## config.mk

```make
export PLATFORM = sky130hd
export DESIGN_NAME = csc_stream_encoder
export DESIGN_NICKNAME = d
export VERILOG_FILES = /design/src/rtl/csc_pkg.sv /design/src/rtl/csc_sync_fifo.sv /design/src/rtl/csc_stream_encoder.sv
export SDC_FILE = /design/constraint.sdc
export NUM_CORES = 1
export LEC_CHECK = 0
export CORE_UTILIZATION = 59
export CTS_CLUSTER_SIZE = 40
export DETAILED_ROUTE_END_ITERATION = 8
export GPL_ROUTABILITY_DRIVEN = 0
export PLACE_DENSITY = 0.78
export SLEW_MARGIN = 15
export SYNTH_ARGS = -nofsm -noshare
export SYNTH_HDL_FRONTEND = slang
export SYNTH_HIERARCHICAL = 1
export SYNTH_SLANG_ARGS = --single-unit
```

## constraint.sdc

```tcl
create_clock -name clock -period 4.6 [get_ports clock]
set_input_delay 0.46 -clock clock [delete_from_list [all_inputs] [get_ports clock]]
set_output_delay 0.46 -clock clock [all_outputs]
set_load 0.05 [all_outputs]
```

## src/rtl/csc_pkg.sv

```systemverilog
// Shared types and helpers for the CSC stream encoder.
package csc_pkg;

   typedef enum logic [1:0] {
      IDLE   = 2'd0,
      ENCODE = 2'd1,
      TERM   = 2'd2,
      CLEAR  = 2'd3
   } state_e;

   function automatic logic [31:0] all_ones(input int unsigned width);
      return (width >= 32) ? 32'hFFFF_FFFF : ((32'd1 << width) - 32'd1);
   endfunction

   function automatic logic [31:0] zero_col_marker(input int unsigned width);
      return all_ones(width);
   endfunction

   function automatic logic [31:0] dummy_count(input int unsigned width);
      return all_ones(width);
   endfunction

endpackage

```

## src/rtl/csc_sync_fifo.sv

```systemverilog
// First-word-fall-through synchronous FIFO; reports its free-slot count.
module csc_sync_fifo #(
   parameter int unsigned WIDTH = 8,
   parameter int unsigned DEPTH = 4
) (
   input  logic                     clock,
   input  logic                     reset,
   input  logic                     wr_en_i,
   input  logic [WIDTH-1:0]         wr_data_i,
   input  logic                     rd_en_i,
   output logic [WIDTH-1:0]         rd_data_o,
   output logic                     valid_o,
   output logic [$clog2(DEPTH):0]   free_o
);

   localparam int unsigned PTR_W = $clog2(DEPTH);
   localparam int unsigned CNT_W = PTR_W + 1;

   logic [WIDTH-1:0] mem_q [DEPTH];
   logic [PTR_W-1:0] wr_ptr_q;
   logic [PTR_W-1:0] rd_ptr_q;
   logic [CNT_W-1:0] count_q;
   logic [CNT_W-1:0] count_d;
   logic             push;
   logic             pop;

   always_comb begin
      pop     = rd_en_i && (count_q != '0);
      push    = wr_en_i && (count_q != CNT_W'(DEPTH));
      count_d = count_q;
      if (push && !pop) begin
         count_d = count_q + CNT_W'(1);
      end else if (!push && pop) begin
         count_d = count_q - CNT_W'(1);
      end
   end

   // Storage is cleared on reset so the head word reads 0 when empty after reset.
   always_ff @(posedge clock) begin
      if (reset) begin
         for (int i = 0; i < int'(DEPTH); i++) begin
            mem_q[i] <= '0;
         end
         wr_ptr_q <= '0;
         rd_ptr_q <= '0;
         count_q  <= '0;
      end else begin
         if (push) begin
            mem_q[wr_ptr_q] <= wr_data_i;
            wr_ptr_q        <= wr_ptr_q + PTR_W'(1);
         end
         if (pop) begin
            rd_ptr_q <= rd_ptr_q + PTR_W'(1);
         end
         count_q <= count_d;
      end
   end

   assign rd_data_o = mem_q[rd_ptr_q];
   assign valid_o   = (count_q != '0);
   assign free_o    = CNT_W'(DEPTH) - count_q;

endmodule

```

## src/rtl/csc_stream_encoder.sv

```systemverilog
// Column-major dense-to-CSC encoder with back-pressured address and data output streams.
module csc_stream_encoder
   import csc_pkg::*;
#(
   parameter int unsigned DATA_WIDTH  = 8,
   parameter int unsigned COUNT_WIDTH = 4,
   parameter int unsigned ADDR_WIDTH  = 7,
   parameter int unsigned DIM_WIDTH   = 5,
   parameter int unsigned FIFO_DEPTH  = 4,
   parameter int unsigned ZERO_MODE   = 0
) (
   input  logic                              clock,
   input  logic                              reset,
   input  logic                              data_in_valid,
   output logic                              data_in_ready,
   input  logic [DATA_WIDTH-1:0]             data_in,
   input  logic [DIM_WIDTH-1:0]              matrix_height,
   input  logic [DIM_WIDTH-1:0]              matrix_width,
   input  logic                              clear_req,
   output logic                              address_out_valid,
   input  logic                              address_out_ready,
   output logic [ADDR_WIDTH-1:0]             address_out,
   output logic                              data_out_valid,
   input  logic                              data_out_ready,
   output logic [DATA_WIDTH+COUNT_WIDTH-1:0] data_out,
   output logic                              one_vector_done,
   output logic                              addr_overflow
);

   localparam int unsigned DW    = DATA_WIDTH + COUNT_WIDTH;
   localparam int unsigned FW    = $clog2(FIFO_DEPTH) + 1;
   localparam int unsigned MAX_H = dummy_count(COUNT_WIDTH);
   localparam logic [ADDR_WIDTH-1:0]  ADDR_ONES  = ADDR_WIDTH'(zero_col_marker(ADDR_WIDTH));
   localparam logic [ADDR_WIDTH-1:0]  NNZ_MAX    = ADDR_ONES - ADDR_WIDTH'(1);
   localparam logic [COUNT_WIDTH-1:0] CNT_ONES   = COUNT_WIDTH'(dummy_count(COUNT_WIDTH));
   localparam logic [DW-1:0]          DUMMY_WORD = {DATA_WIDTH'(1), CNT_ONES};

   state_e                 state_q;
   logic [DIM_WIDTH-1:0]   row_q, row_d;
   logic [DIM_WIDTH-1:0]   col_q, col_d;
   logic [DIM_WIDTH-1:0]   h_q, h_d;
   logic [DIM_WIDTH-1:0]   w_q, w_d;
   logic [ADDR_WIDTH-1:0]  nnz_q, nnz_d;
   logic                   col_nz_q, col_nz_d;
   logic                   ovf_q, ovf_d;
   logic                   done_q;

   logic [DIM_WIDTH-1:0]   eff_h, eff_w;
   logic                   dims_ok, has_room, idle_take;
   logic                   accept, nz, col_nz, last_row, last_elem, beat_wr;
   logic [ADDR_WIDTH-1:0]  nnz_inc, nnz_dummy;
   logic                   a_wr, d_wr;
   logic [ADDR_WIDTH-1:0]  a_wdata;
   logic [DW-1:0]          d_wdata;
   logic [FW-1:0]          a_free, d_free;

   // Handshake, counter update and FIFO write generation for one element per cycle.
   always_comb begin
      eff_h     = (state_q == IDLE) ? matrix_height : h_q;
      eff_w     = (state_q == IDLE) ? matrix_width  : w_q;
      dims_ok   = (eff_h != '0) && (eff_w != '0) && (32'(eff_h) <= MAX_H);
      has_room  = (d_free >= FW'(2)) && (a_free != '0);
      idle_take = (state_q == IDLE) && !clear_req && dims_ok;
      data_in_ready = !reset && has_room && (idle_take || (state_q == ENCODE));
      accept    = data_in_valid && data_in_ready;
      nz        = (data_in != '0);
      col_nz    = col_nz_q || nz;
      last_row  = (row_q == eff_h - DIM_WIDTH'(1));
      last_elem = last_row && (col_q == eff_w - DIM_WIDTH'(1));
      beat_wr   = ((state_q == TERM) || (state_q == CLEAR)) && (d_free != '0) && (a_free != '0);

      row_d     = row_q;
      col_d     = col_q;
      h_d       = h_q;
      w_d       = w_q;
      nnz_d     = nnz_q;
      col_nz_d  = col_nz_q;
      ovf_d     = ovf_q;
      nnz_inc   = nnz_q;
      nnz_dummy = nnz_q;
      a_wr      = 1'b0;
      a_wdata   = '0;
      d_wr      = 1'b0;
      d_wdata   = '0;

      if ((state_q == IDLE) && data_in_valid && !clear_req && !dims_ok) begin
         ovf_d = 1'b1;
      end

      if (accept) begin
         if (state_q == IDLE) begin
            h_d = matrix_height;
            w_d = matrix_width;
         end
         if (nz) begin
            d_wr    = 1'b1;
            d_wdata = {data_in, COUNT_WIDTH'(row_q)};
            if (nnz_q >= NNZ_MAX) begin
               ovf_d = 1'b1;
            end else begin
               nnz_inc = nnz_q + ADDR_WIDTH'(1);
            end
         end
         nnz_d    = nnz_inc;
         row_d    = row_q + DIM_WIDTH'(1);
         col_nz_d = col_nz;
         if (last_row) begin
            row_d    = '0;
            col_nz_d = 1'b0;
            col_d    = col_q + DIM_WIDTH'(1);
            a_wr     = 1'b1;
            if (col_nz) begin
               a_wdata = nnz_inc;
            end else if (ZERO_MODE == 0) begin
               a_wdata = ADDR_ONES;
            end else begin
               // Empty column in dummy mode consumes one data slot and one pointer step.
               if (nnz_inc >= NNZ_MAX) begin
                  ovf_d = 1'b1;
               end else begin
                  nnz_dummy = nnz_inc + ADDR_WIDTH'(1);
               end
               d_wr    = 1'b1;
               d_wdata = DUMMY_WORD;
               a_wdata = nnz_dummy;
               nnz_d   = nnz_dummy;
            end
            if (last_elem) begin
               col_d = '0;
               nnz_d = '0;
            end
         end
      end

      if (beat_wr) begin
         a_wr = 1'b1;
         d_wr = 1'b1;
      end
   end

   always_ff @(posedge clock) begin
      if (reset) begin
         state_q  <= IDLE;
         row_q    <= '0;
         col_q    <= '0;
         h_q      <= '0;
         w_q      <= '0;
         nnz_q    <= '0;
         col_nz_q <= 1'b0;
         ovf_q    <= 1'b0;
         done_q   <= 1'b0;
      end else begin
         row_q    <= row_d;
         col_q    <= col_d;
         h_q      <= h_d;
         w_q      <= w_d;
         nnz_q    <= nnz_d;
         col_nz_q <= col_nz_d;
         ovf_q    <= ovf_d;
         // Pointer 0 only ever appears as a terminator or clear beat.
         done_q   <= address_out_valid && address_out_ready && (address_out == '0);
         case (state_q)
            IDLE: begin
               if (clear_req) begin
                  state_q <= CLEAR;
               end else if (accept) begin
                  state_q <= last_elem ? TERM : ENCODE;
               end
            end
            ENCODE: begin
               if (accept && last_elem) begin
                  state_q <= TERM;
               end
            end
            TERM, CLEAR: begin
               if (beat_wr) begin
                  state_q <= IDLE;
               end
            end
            default: state_q <= IDLE;
         endcase
      end
   end

   assign one_vector_done = done_q;
   assign addr_overflow   = ovf_q;

   csc_sync_fifo #(
      .WIDTH (ADDR_WIDTH),
      .DEPTH (FIFO_DEPTH)
   ) u_addr_fifo (
      .clock     (clock),
      .reset     (reset),
      .wr_en_i   (a_wr),
      .wr_data_i (a_wdata),
      .rd_en_i   (address_out_ready),
      .rd_data_o (address_out),
      .valid_o   (address_out_valid),
      .free_o    (a_free)
   );

   csc_sync_fifo #(
      .WIDTH (DW),
      .DEPTH (FIFO_DEPTH)
   ) u_data_fifo (
      .clock     (clock),
      .reset     (reset),
      .wr_en_i   (d_wr),
      .wr_data_i (d_wdata),
      .rd_en_i   (data_out_ready),
      .rd_data_o (data_out),
      .valid_o   (data_out_valid),
      .free_o    (d_free)
   );

endmodule

```

==> out/metrics.csv, run 1 <==
stage;metric;value;unit
placement;place.detailed.hpwl;9.28;mm
clock_tree;clock-sinks;126;
logic_synthesis;synth_nets;617;
hold_path;worstHoldPathType;register to register;
clock_tree;cts_tree;built;
drt;ant_nets;0;
drt;wire_per_inst;17.6;µm
timing;setup_viol;0;
global_routing;gr-usage-met2;0.474;
clock_tree;clock_latency;0.52;ns
pwr;power_density;562;nW/µm²
timing;clock_skew;0.00855;ns
logic_synthesis;yosys.area_share.simple;0.188;
clock_tree;htreeDepth;4;
timing;fmax;245;MHz
worst_setup_path;rr_startpoint;u_addr_fifo/count_q[0];
layout;drive_gt1_frac;0.146;
pwr;power.total;4.23;mW
logic_synthesis;netlist_area;6440;µm²
worst_setup_path;r2r_end;u_data_fifo/count_q[2];
timing;rsz0062_at_grt;no;
floorplan;coreArea;10500;µm²
global_routing;grt_max_degree;44;
clock_tree;cts_buffers;17;
timing;relSlewSlack;0.437;
global_routing;met3_usage;0.0515;
pwr;vdd_drop_max;0.315;mV
layout;final_nets;662;
clock_tree;cts_resized;0;
global_routing;grtUsageTotal;0.263;
logic_synthesis;yosysTopAreaCell;edfxtp_1;
clock_tree;clockRootBuffer;clkbuf_8;
logic_synthesis;synthesis.instances;577;
clock_tree;ctsHoldBuffers;0;
worst_setup_path;reg2regPathDepth;17;
placement;place_ws;0.554;ns
floorplan;ios;48;
floorplan;die_width;106;µm
logic_synthesis;synth-warning-count;6;
worst_setup_path;critPathCapture;u_data_fifo/count_q[2];
logic_synthesis;synth_compound_gate_area_share;0.0872;
logic_synthesis;synth_flop_cell;edfxtp_1;
global_routing;top_usage_layer;met2;
worst_setup_path;cp_data_arrival_time;4.53;ns
floorplan;dieArea;11300;µm²
worst_setup_path;critical_path.max_fanout;5;
drt;via_count;4468;
clock_tree;postCtsSetupBuffers;0;
logic_synthesis;muxShareOfSynthArea;0.0930;
timing;tns;0;ns
timing;fin_crit_sh;0.889;
timing;fin_crit;4.09;ns
timing;setup_ws;0.511;ns
logic_synthesis;synth_fa_ha_area_frac;0.0350;
floorplan;start_util;0.616;
global_routing;grt_first_pass_wirelength;22.5;mm
worst_setup_path;worst_setup_path_start_kind;register;
drt;drc;0;
drt;vias_per_cell;5.80;
logic_synthesis;synth_edf_count;76;
layout;diodes;0;
logic_synthesis;synth_top_area_share;0.354;
drt;wirelength;13.6;mm
outcome;status;finished clean;
logic_synthesis;ys_seq_elements;126;
worst_setup_path;r2r_setup_slack;0.51;ns
timing;drv_slew;0;
worst_setup_path;crit_required;5.04;ns
drt;drt-initial-drc-count;298;
floorplan;rows;37;
logic_synthesis;synthArstFlopShare;0;
layout;syn2layout_area_growth;16.8;%
worst_setup_path;path_class;register to register;
global_routing;grt-ovfl-total;0;
flow_run;cap_violations;0;
global_routing;grt_pass1_vias;4550;
pwr;p_leak;3.02;nW
global_routing;met1_usage;0.311;
floorplan;die_h;106;µm
worst_setup_path;critPathCaptureType;register;
logic_synthesis;synth.area.top_cells;edfxtp_1, dfxtp_1, mux4_2, nor2_1, ha_1;
logic_synthesis;avgSynthCellArea;11.2;µm²
worst_setup_path;startpoint;u_addr_fifo/count_q[0];
clock_tree;clockBufferDepth;2;
timing;hold_violations;0;
logic_synthesis;synth_xor_area_frac;0.0326;
drt;drtPass1Iterations;5;
logic_synthesis;yosysMostFrequentCell;nor2_1;
logic_synthesis;ys_seq_area_frac;0.510;
logic_synthesis;synth_top_family_by_area;simple AND/OR/NAND/NOR gates;
logic_synthesis;netlist_top_cells_count;nor2_1, edfxtp_1, dfxtp_1, inv_1, nand2_1;
global_routing;antenna_found_initial;0;
clock_tree;cts.clk_slew.worst_paths;0.06;ns
logic_synthesis;ys_types;66;
placement;port_buffers;47;
timing;worst_pin_slew;0.842;ns
timing;hold_slack;0.492;ns
-- flip-flops by register name (all words and copies together), names as in the netlist, 5 cells and up, named ones only --
signal	count
col_q	5
nnz_q	7
w_q	5
h_q	5
u_data_fifo/mem_q	48
u_addr_fifo/mem_q	28
row_q	5
-- stage by stage --
stage                     utilization  instances  cell area, µm²
after floorplan                     -        577            6440
after global placement          0.664        739            6950
after detailed placement        0.664        739            6950
after CTS                       0.719        771            7520
after global routing            0.719        771            7520
final                           0.719        771            7520
-- critical path: stages (launching register included) --
cell,delay (ns)
dfxtp_1,0.40
inv_1,0.08
ha_1,0.22
ha_1,0.27
inv_1,0.06
nor3_1,0.05
nor4_1,0.45
nand2_1,0.19
o21ai_2,0.24
and2_1,0.21
nand2b_1,0.16
nor2b_1,0.35
ha_1,0.26
inv_1,0.07
fa_1,0.38
xor2_1,0.17
or3_1,0.31
a21oi_1,0.14
-- report_power, final --
part	total, mW	internal [mW]	switching, mW
registers	1.47	1.35	0.126
logic	1.45	0.576	0.874
clock network	1.31	0.837	0.470
-- placed cells by master (no fill, tap or decap), types with 9 or more instances in the layout --
master and count:
o21ai_0 12, nor2_1 96, dfxtp_1 50, a21oi_1 25, clkdlybuf4s50_1 46, edfxtp_1 76
nand2_4 10, and2_1 9, inv_1 41, mux4_2 19, nand2_1 28, mux2i_1 16
ha_1 14, xor2_1 12, xnor2_1 12, clkbuf_16 16
-- cell type report --
type / count / area, µm²
inverters: 42 / 158
fillers: 749 / 2940
well taps: 136 / 170
clock buffers: 21 / 439
flip-flops and latches: 126 / 3280
repair buffers: 55 / 526
clock inverters: 11 / 140
multi-input cells: 380 / 2810
-- per-layer routing --
| layer | vias up | wire length (µm) |
|---|---|---|
| met5 | - | 0 |
| met4 | 0 | 144 |
| met3 | 16 | 636 |
| met2 | 132 | 7240 |
| met1 | 2180 | 5580 |
| li1 | 2140 | - |
-- kinds of logic after synthesis --
| logic type | after synthesis |
|---|---|
| flops | 126 |
| compound gates | 83 |
| mux | 36 |
| simple gates | 220 |
| buf+inv | 71 |
| fa+ha+maj | 17 |
| xor+xnor | 24 |
-- worst min path at each step --
stage	from	to	slack (ns)	cells after the start
after global routing	u_data_fifo/rd_ptr_q[0]	u_data_fifo/rd_ptr_q[0]	0.52	2
after global placement	col_nz_q	col_nz_q	0.45	2
final	col_nz_q	col_nz_q	0.49	2
after detailed placement	col_nz_q	col_nz_q	0.46	2
after floorplan	col_nz_q	col_nz_q	0.43	2
after CTS	u_addr_fifo/rd_ptr_q[0]	register	0.50	2
No activity file was read; power rests on OpenSTA's default activity.
==> run 2, diff against run 1 <==
--- a/config.mk
+++ b/config.mk
@@ -5,11 +5,14 @@
 export SDC_FILE = /design/constraint.sdc
 export NUM_CORES = 1
 export LEC_CHECK = 0
+export CAP_MARGIN = 25
 export CORE_UTILIZATION = 59
 export CTS_CLUSTER_SIZE = 40
 export DETAILED_ROUTE_END_ITERATION = 8
 export GPL_ROUTABILITY_DRIVEN = 0
+export HOLD_SLACK_MARGIN = 0.08
 export PLACE_DENSITY = 0.78
+export RECOVER_POWER = 100
 export SLEW_MARGIN = 15
 export SYNTH_ARGS = -nofsm -noshare
 export SYNTH_HDL_FRONTEND = slang
==> out/metrics.csv, run 2 (same netlist as run 1, synthesis figures left out) <==
stage;metric;value;unit
floorplan;dieArea;11300;µm²
clock_tree;clock-sinks;126;
layout;largest_reg_flops;48;
worst_setup_path;r2r_end;u_data_fifo/count_q[2];
timing;fmax;239;MHz
timing;clock_skew;0.00591;ns
worst_setup_path;path_cells;nor2_4 > mux2i_1 > ha_1 > or3b_2 > o221ai_1 > nor2_1 > o21a_1 > dlygate4sd3_1;
drt;vias_per_cell;5.80;
layout;drive_gt1_frac;0.118;
clock_tree;cts.clk_slew.worst_paths;0.06;ns
layout;diodes;0;
floorplan;coreArea;10500;µm²
drt;wire_per_inst;17.7;µm
global_routing;antenna_found_initial;0;
clock_tree;ctsHoldBuffers;0;
layout;syn2layout_area_growth;15.3;%
clock_tree;clockBufferDepth;2;
outcome;status;finished clean;
layout;final_nets;662;
pwr;pwr-share-seq;0.354;
global_routing;grtUsageTotal;0.263;
pwr;power.switching;1.45;mW
placement;place_ws;0.554;ns
worst_setup_path;rr_startpoint;u_addr_fifo/count_q[0];
worst_setup_path;critPathCaptureType;output pin;
floorplan;ios;48;
worst_setup_path;slowest_stage;dlygate4sd3_1;
hold_path;hp-start;col_nz_q;
layout;mostFrequentLayoutCells;nor2_1, edfxtp_1, dfxtp_1;
clock_tree;clockRootBuffer;clkbuf_8;
drt;via_count;4472;
timing;worst_pin_slew;1.29;ns
worst_setup_path;r2r_setup_slack;0.50;ns
timing;relSlewSlack;0.132;
timing;setup_ws;0.408;ns
clock_tree;cts_resized;0;
pwr;p_int;2.71;mW
worst_setup_path;max_stage_delay;0.76;ns
hold_path;hold_depth;2;
worst_setup_path;critical_path.max_fanout;14;
floorplan;start_util;0.616;
global_routing;grt_pass1_vias;4550;
pwr;vdd_drop_max;0.304;mV
worst_setup_path;worst_setup_path_start_kind;register;
clock_tree;postCtsSetupBuffers;0;
clock_tree;clock_latency;0.52;ns
drt;wirelength;13.6;mm
pwr;swShare;0.348;
worst_setup_path;reg2regPathDepth;17;
timing;tns;0;ns
drt;ant_nets;0;
worst_setup_path;path_class;register to output pin;
pwr;p_leak;2.94;nW
timing;hold_violations;0;
floorplan;rows;37;
pwr;power_density;561;nW/µm²
clock_tree;cts_tree;built;
placement;place.detailed.hpwl;9.28;mm
drt;drt-initial-drc-count;295;
hold_path;worstHoldPathType;register to register;
global_routing;grt_first_pass_wirelength;22.5;mm
floorplan;die_h;106;µm
drt;drc;0;
timing;fin_crit_sh;0.911;
timing;drv_slew;0;
floorplan;die_width;106;µm
flow_run;cap_violations;0;
global_routing;grt_max_degree;44;
clock_tree;htreeDepth;4;
timing;rsz0062_at_grt;no;
layout;largest_registers;u_data_fifo/mem_q: 48 flops, u_addr_fifo/mem_q: 28 flops, nnz_q: 7 flops;
layout;regMostFlops;u_data_fifo/mem_q;
timing;fin_crit;4.19;ns
hold_path;hold_path_end;col_nz_q;
worst_setup_path;cp_data_arrival_time;3.73;ns
layout;final_common_cell;nor2_1;
pwr;power_frac_clock;0.314;
pwr;comb_power_share;0.332;
clock_tree;cts_buffers;17;
timing;setup_viol;0;
global_routing;grt-ovfl-total;0;
placement;port_buffers;47;
drt;drtPass1Iterations;5;
worst_setup_path;crit_required;4.14;ns
## run 2: cell types whose count changed in the layout (fill, tap and decap cells not counted), sizes merged
cell	previous run	this run
clkdlybuf4s50	46	22
dlygate4sd3	0	24
buf	9	5
clkbuf	21	25
## run 2: final cells by class
class                      instances  area [µm²]
sequential                       126        3280
fill                             771        3040
multi-input combinational        380        2720
timing repair buffer              55         510
clock buffer                      21         439
tap                              136         170
inverter                          42         158
clock inverter                    11         140
## run 2: per-layer routing
layer  part of all wire  GRT usage
met4              0.013     0.0930
met2               0.53      0.474
met3              0.048     0.0515
met5                  0          0
met1               0.41      0.311
## run 2: through the flow
step,std cells,instance area (µm²),utilization,total power [mW],hold slack (ns)
after floorplan,577,6440,-,2.60,0.433
after global placement,739,6950,0.664,2.90,0.450
after detailed placement,739,6950,0.664,2.94,0.463
after CTS,771,7520,0.719,4.25,0.496
after global routing,771,7420,0.710,4.35,0.523
final,771,7420,0.710,4.16,0.492
## run 2: how the worst max path moves through the flow
stage / to / slack (ns) / from
final: data_in_ready / 0.41 / state_q[1]
after global routing: data_in_ready / 0.18 / state_q[1]
after CTS: data_in_ready / 0.51 / state_q[1]
after detailed placement: u_data_fifo/count_q[2] / 0.55 / u_addr_fifo/count_q[0]
after global placement: u_data_fifo/count_q[2] / 0.73 / matrix_width[0]
after floorplan: u_addr_fifo/count_q[2] / 0.67 / state_q[1]
## run 2: power groups by stage
stage          clock (mW)  combinational [mW]  sequential, mW
2_1_floorplan           0                1.17            1.43
3_3_place_gp            0                1.42            1.48
3_5_place_dp            0                1.45            1.50
4_1_cts              1.32                1.46            1.48
5_1_grt              1.37                1.49            1.50
6_report             1.31                1.38            1.47
## run 2: critical path: cells and delay by family (launching register included)
family,cells,cell delay (ns)
adder cells (fa/ha/maj),1,0.23
flip-flops,1,0.33
AO/OA/AOI/OAI,2,0.55
multiplexers,1,0.46
buffers and inverters,1,0.76
AND/OR/NAND/NOR,3,0.87
==> run 3, diff against run 2 <==
--- a/config.mk
+++ b/config.mk
@@ -10,7 +10,7 @@
 export CTS_CLUSTER_SIZE = 40
 export DETAILED_ROUTE_END_ITERATION = 8
 export GPL_ROUTABILITY_DRIVEN = 0
-export HOLD_SLACK_MARGIN = 0.08
+export HOLD_SLACK_MARGIN = 0.05
 export PLACE_DENSITY = 0.78
 export RECOVER_POWER = 100
 export SLEW_MARGIN = 15
==> constraint.sdc (replaced) <==
create_clock -name clock -period 4.6 [get_ports clock]
set_input_delay 0.46 -clock clock [delete_from_list [all_inputs] [get_ports clock]]
set_output_delay 0.46 -clock clock [all_outputs]
set_load 0.01 [all_outputs]
==> results of run 3 <==
The final DEF is identical to that of run 2. Status: finished clean.
Among the figures that moved: setup slack after layout 0.408 ns -> 0.503 ns; start point of the critical path state_q[1] -> u_addr_fifo/count_q[0]; end point of the critical path data_in_ready -> u_data_fifo/count_q[2]; total power 4.16 mW -> 3.90 mW; worst IR drop on VDD 0.304 mV -> 0.241 mV
==> RTL change 1, RTL diff (settings of run 2) <==
Set the parameter `DIM_WIDTH` to 10 (it was 5).
--- a/src/rtl/csc_stream_encoder.sv
+++ b/src/rtl/csc_stream_encoder.sv
@@ -7,3 +7,3 @@
    parameter int unsigned ADDR_WIDTH  = 7,
-   parameter int unsigned DIM_WIDTH   = 5,
+   parameter int unsigned DIM_WIDTH   = 10,
    parameter int unsigned FIFO_DEPTH  = 4,
Interface: changed (resized matrix_height and matrix_width); port bits go from 48 to 58. No check against the original RTL was run, so the function may have changed too.
==> RTL change 1 against run 2 <==
Final area up 19%; synthesized area increased by 20%; sequential cell count rose by 20; worst setup slack worse by 33 ps; core utilization down 1.5 points; die area up 20%; total power up 16%; largest cell class unchanged; wire length increased by 24%; via count increased by 31%.
==> RTL change 1: results (changes against run 2) <==
status completed; share of layout cells above drive strength 1 0.0969 (-0.0212); VDD IR-drop max 0.262 mV (-14%); P_int 0.00303 W (+12%); Mapped Nets 805 (+30%); top cells by area, synth edfxtp_1, dfxtp_1, mux4_2, nor2_1, xor2_1; top cells by count, synth nor2_1, edfxtp_1, dfxtp_1; global routing usage on met2 0.448 (-0.0263); biggest regs u_data_fifo/mem_q: 48 flops, u_addr_fifo/mem_q: 28 flops; fin crit share 0.919 (+0.00722); skew final 10.0 ps (+4.13 ps); DRT Pass-1 Iters 5 (unchanged); worst path arrival time 4580 ps (+850 ps); HP Start w_q[8]; via count 5,842 (+31%); M1 GR Usage 0.341 (+0.0299); DR WL/cell 17.1 um (-2.9%); Worst-Skew Late Latency 430 ps (-90 ps); worst-case reg-to-reg path depth 18 (+1); Final Net Count 852 (+29%); Seq/Total Area, Yosys 0.476 (-0.0341); vias in the first global route 5,697 (+25%); IO Port Bufs 57 (+21%); HPWL Detailed 11,600 um (+25%); Leak Pwr 3.46 nW (+18%); post-synth cell types 71 (+7.6%); GRT met3 Usage 0.0441 (-0.00739); first-pass GRT wire length 27,500 um (+22%); 1st-iter DRT viols 386 (+31%); crit-path max FO 19 (+5); pin count of the biggest net entering global routing 45 (+2.3%)
==> RTL change 1: changes by cell type after synthesis, sizes merged, moves of 6 or more <==
cell,change
xnor2,+10
or4,+8
o31ai,+11
dfxtp,+20
xor2,+11
buf,+9
a21oi,+14
nor3,+14
nand2,+23
and3,+20
nand4,+6
nor2,+11
and2,-6
==> RTL change 1: logic make-up (layout without fill, tap and decap cells) <==
logic type      count (synthesis)  after routing  synth area share
simple gates                  303            303             0.205
flops                         146            146             0.476
compound gates                116            116             0.101
buf+inv                        88            148            0.0546
xor+xnor                       45             45            0.0509
mux                            41             41            0.0855
fa+ha+maj                      16             16            0.0278
==> RTL change 1: power groups by stage <==
stage / clock network (W) / logic [W] / registers [W]
CTS: 0.00132 / 0.00196 / 0.00165
detailed placement: 0 / 0.00193 / 0.00167
global route: 0.00137 / 0.00204 / 0.00167
floorplan: 0 / 0.00155 / 0.00162
global placement: 0 / 0.00188 / 0.00166
finish: 0.00130 / 0.00189 / 0.00165
==> RTL change 1: worst max-delay path: stages (launching register included) <==
cell      delay, ps
dfxtp_1         410
nor2_2          270
buf_4           350
mux2i_4         150
ha_1            270
o21a_1          160
o41ai_1         320
buf_4           240
and2_0          170
nand4_1         170
nand2_1         140
nand2b_1        120
inv_1           140
ha_1            200
inv_1            60
fa_1            380
xor2_1          160
or3_1           310
a21oi_1         140
==> RTL change 1: cell type report <==
| cell class | count | area [um2] |
|---|---|---|
| multi-input cells | 521 | 3560 |
| flip-flops and latches | 146 | 3680 |
| clock buffers | 22 | 475 |
| clock inverters | 10 | 85.1 |
| well taps | 172 | 215 |
| inverters | 47 | 176 |
| repair buffers | 69 | 642 |
| fillers | 972 | 3880 |
==> RTL change 1: path summary, 6_finish.rpt <==
| path | end | slack, ps |
|---|---|---|
| max | u_addr_fifo/count_q[2] | 370 |
| min | w_q[8] | 470 |
| max reg2reg | u_addr_fifo/count_q[2] | 370 |
| min reg2reg | w_q[8] | 470 |
==> RTL change 1: per-layer routing <==
metal	vias to the layer above	routed length [um]
met5	-	0
met4	0	397
met3	32	889
met2	193	8420
met1	2818	7220
li1	2799	-
==> RTL change 1: metrics by stage <==
| stage | instance area, um2 | std cells | util | worst slack [ps] |
|---|---|---|---|---|
| after global routing | 8840 | 987 | 0.695 | 97.5 |
| after floorplan | 7740 | 755 | - | 487 |
| final | 8840 | 987 | 0.695 | 374 |
| after detailed placement | 8370 | 955 | 0.658 | 336 |
| after CTS | 8930 | 987 | 0.702 | 420 |
| after global placement | 8370 | 955 | 0.658 | 516 |
==> RTL change 2, RTL diff (flow settings as in run 2) <==
Made on the original files. Re-encode `state_e` (4 states) as one-hot, 4 bits wide.
--- a/src/rtl/csc_pkg.sv
+++ b/src/rtl/csc_pkg.sv
@@ -3,7 +3,7 @@
 
-   typedef enum logic [1:0] {
-      IDLE   = 2'd0,
-      ENCODE = 2'd1,
-      TERM   = 2'd2,
-      CLEAR  = 2'd3
+   typedef enum logic [3:0] {
+      IDLE   = 4'b0001,
+      ENCODE = 4'b0010,
+      TERM   = 4'b0100,
+      CLEAR  = 4'b1000
    } state_e;
Function: no difference found for any inputs over 4 cycles, from zero or initial values and one cycle with reset high; so few cycles prove little.
==> RTL change 2 against run 2 <==
Synthesized area is 2.5% higher; die area grew 2.5%; sequential share of layout area decreased by 1.1 points; worst setup slack lost 82 ps; total power grew 4.0%; final area up 3.8%; sequential cell count rose by 2; critical path depth up 8; wire length increased by 9.9%; critical endpoint is now u_data_fifo/count_q[2].
==> RTL change 2: results (changes against run 2) <==
Vias/cell 5.98 (+3.0%); TritonCTS Buffers 17 (unchanged); crit-path max FO 5 (-9); 1st-iter DRT viols 531 (+80%); Final Net Count 694 (+4.8%); asr flop ratio synth 0 (unchanged); Cells after Synth 607 (+5.2%); top cells by count, synth nor2_1, edfxtp_1, dfxtp_1; Compound-Gate Fraction of Synth Area 0.0767 (-0.0105); top cells by area, synth edfxtp_1, dfxtp_1, mux4_2, nor2_1, mux2i_1; VDD IR-drop max 0.342 mV (+12%); worst-margin pin slew 1130 ps (-160 ps); Worst path slowest cell or4_1; Fillers 770 (-0.13%); share of layout cells above drive strength 1 0.109 (-0.00866); GRT Total Usage 0.277 (+0.0141); PostCTS Resize Cnt 0 (unchanged); post-synthesis mux area share 0.0983 (+0.00527); Area after DPL 0.00715 mm2 (+3.0%); Synth Area in XOR/XNOR 0.0424 (+0.00980); Mapped Nets 647 (+4.9%); Seq/Total Area, Yosys 0.503 (-0.00659); first-pass GRT wire length 24,200 um (+7.6%); vias in the first global route 4,885 (+7.4%); status completed; pre-CTS setup slack 216 ps (-338 ps); antenna violations before repair 0 (unchanged); worst path arrival time 4730 ps (+1000 ps); Total Routed Length 15,000 um (+9.9%); DR WL/cell 18.5 um (+5.0%); Placed Cells 775 (+4.9%); skew final 8.38 ps (+2.47 ps)
RTL change 2: cell count changes in the layout (fill, tap and decap cells not counted), moves of 3 or more:
cell,change
o31a_1,-3
o21ai_0,-3
nand2b_1,+6
o211ai_1,+3
mux2i_1,+5
or3b_2,-3
o21a_1,-6
nor3_1,+10
clkinv_2,-3
xor2_1,+4
nand2_1,+4
nor2_1,+10
xnor2_1,+4
nor3b_1,-3
RTL change 2: layout make-up:
cell class	instances	area, um2	area share
Multi-Input combinational cell	411	2890	0.375
Sequential cell	128	3320	0.431
Clock buffer	21	472	0.0612
Clock inverter	11	175	0.0227
Timing Repair Buffer	56	522	0.0677
Tap cell	140	175	0.0227
Inverter	40	150	0.0195
RTL change 2: layer usage:
layer	wire (um)	up-vias	track usage
met5	0	-	0
met4	150	0	0.102
met3	915	15	0.0720
met2	7810	189	0.484
met1	6090	2362	0.327
li1	-	2257	-
RTL change 2: worst min-delay path, stage by stage (launching register included):
cell and delay [ps]:
dfxtp_1 330, nor2_1 50, nor2_1 70
RTL change 2: final timing paths:
| kind | depth (start not counted) | to | slack, ps | from |
|---|---|---|---|---|
| worst max-delay path | 16 | u_data_fifo/count_q[2] | 330 | u_addr_fifo/count_q[0] |
| worst min register to register | 2 | col_nz_q | 480 | col_nz_q |
| worst min-delay path | 2 | col_nz_q | 480 | col_nz_q |
| worst max register to register | 16 | u_data_fifo/count_q[2] | 330 | u_addr_fifo/count_q[0] |
RTL change 2: where the power goes:
part | internal [W] | switching (W) | total, W
clock network | 0.000949 | 0.000505 | 0.00145
registers | 0.00132 | 0.000121 | 0.00144
logic | 0.000563 | 0.000870 | 0.00143
total | 0.00283 | 0.00150 | 0.00433
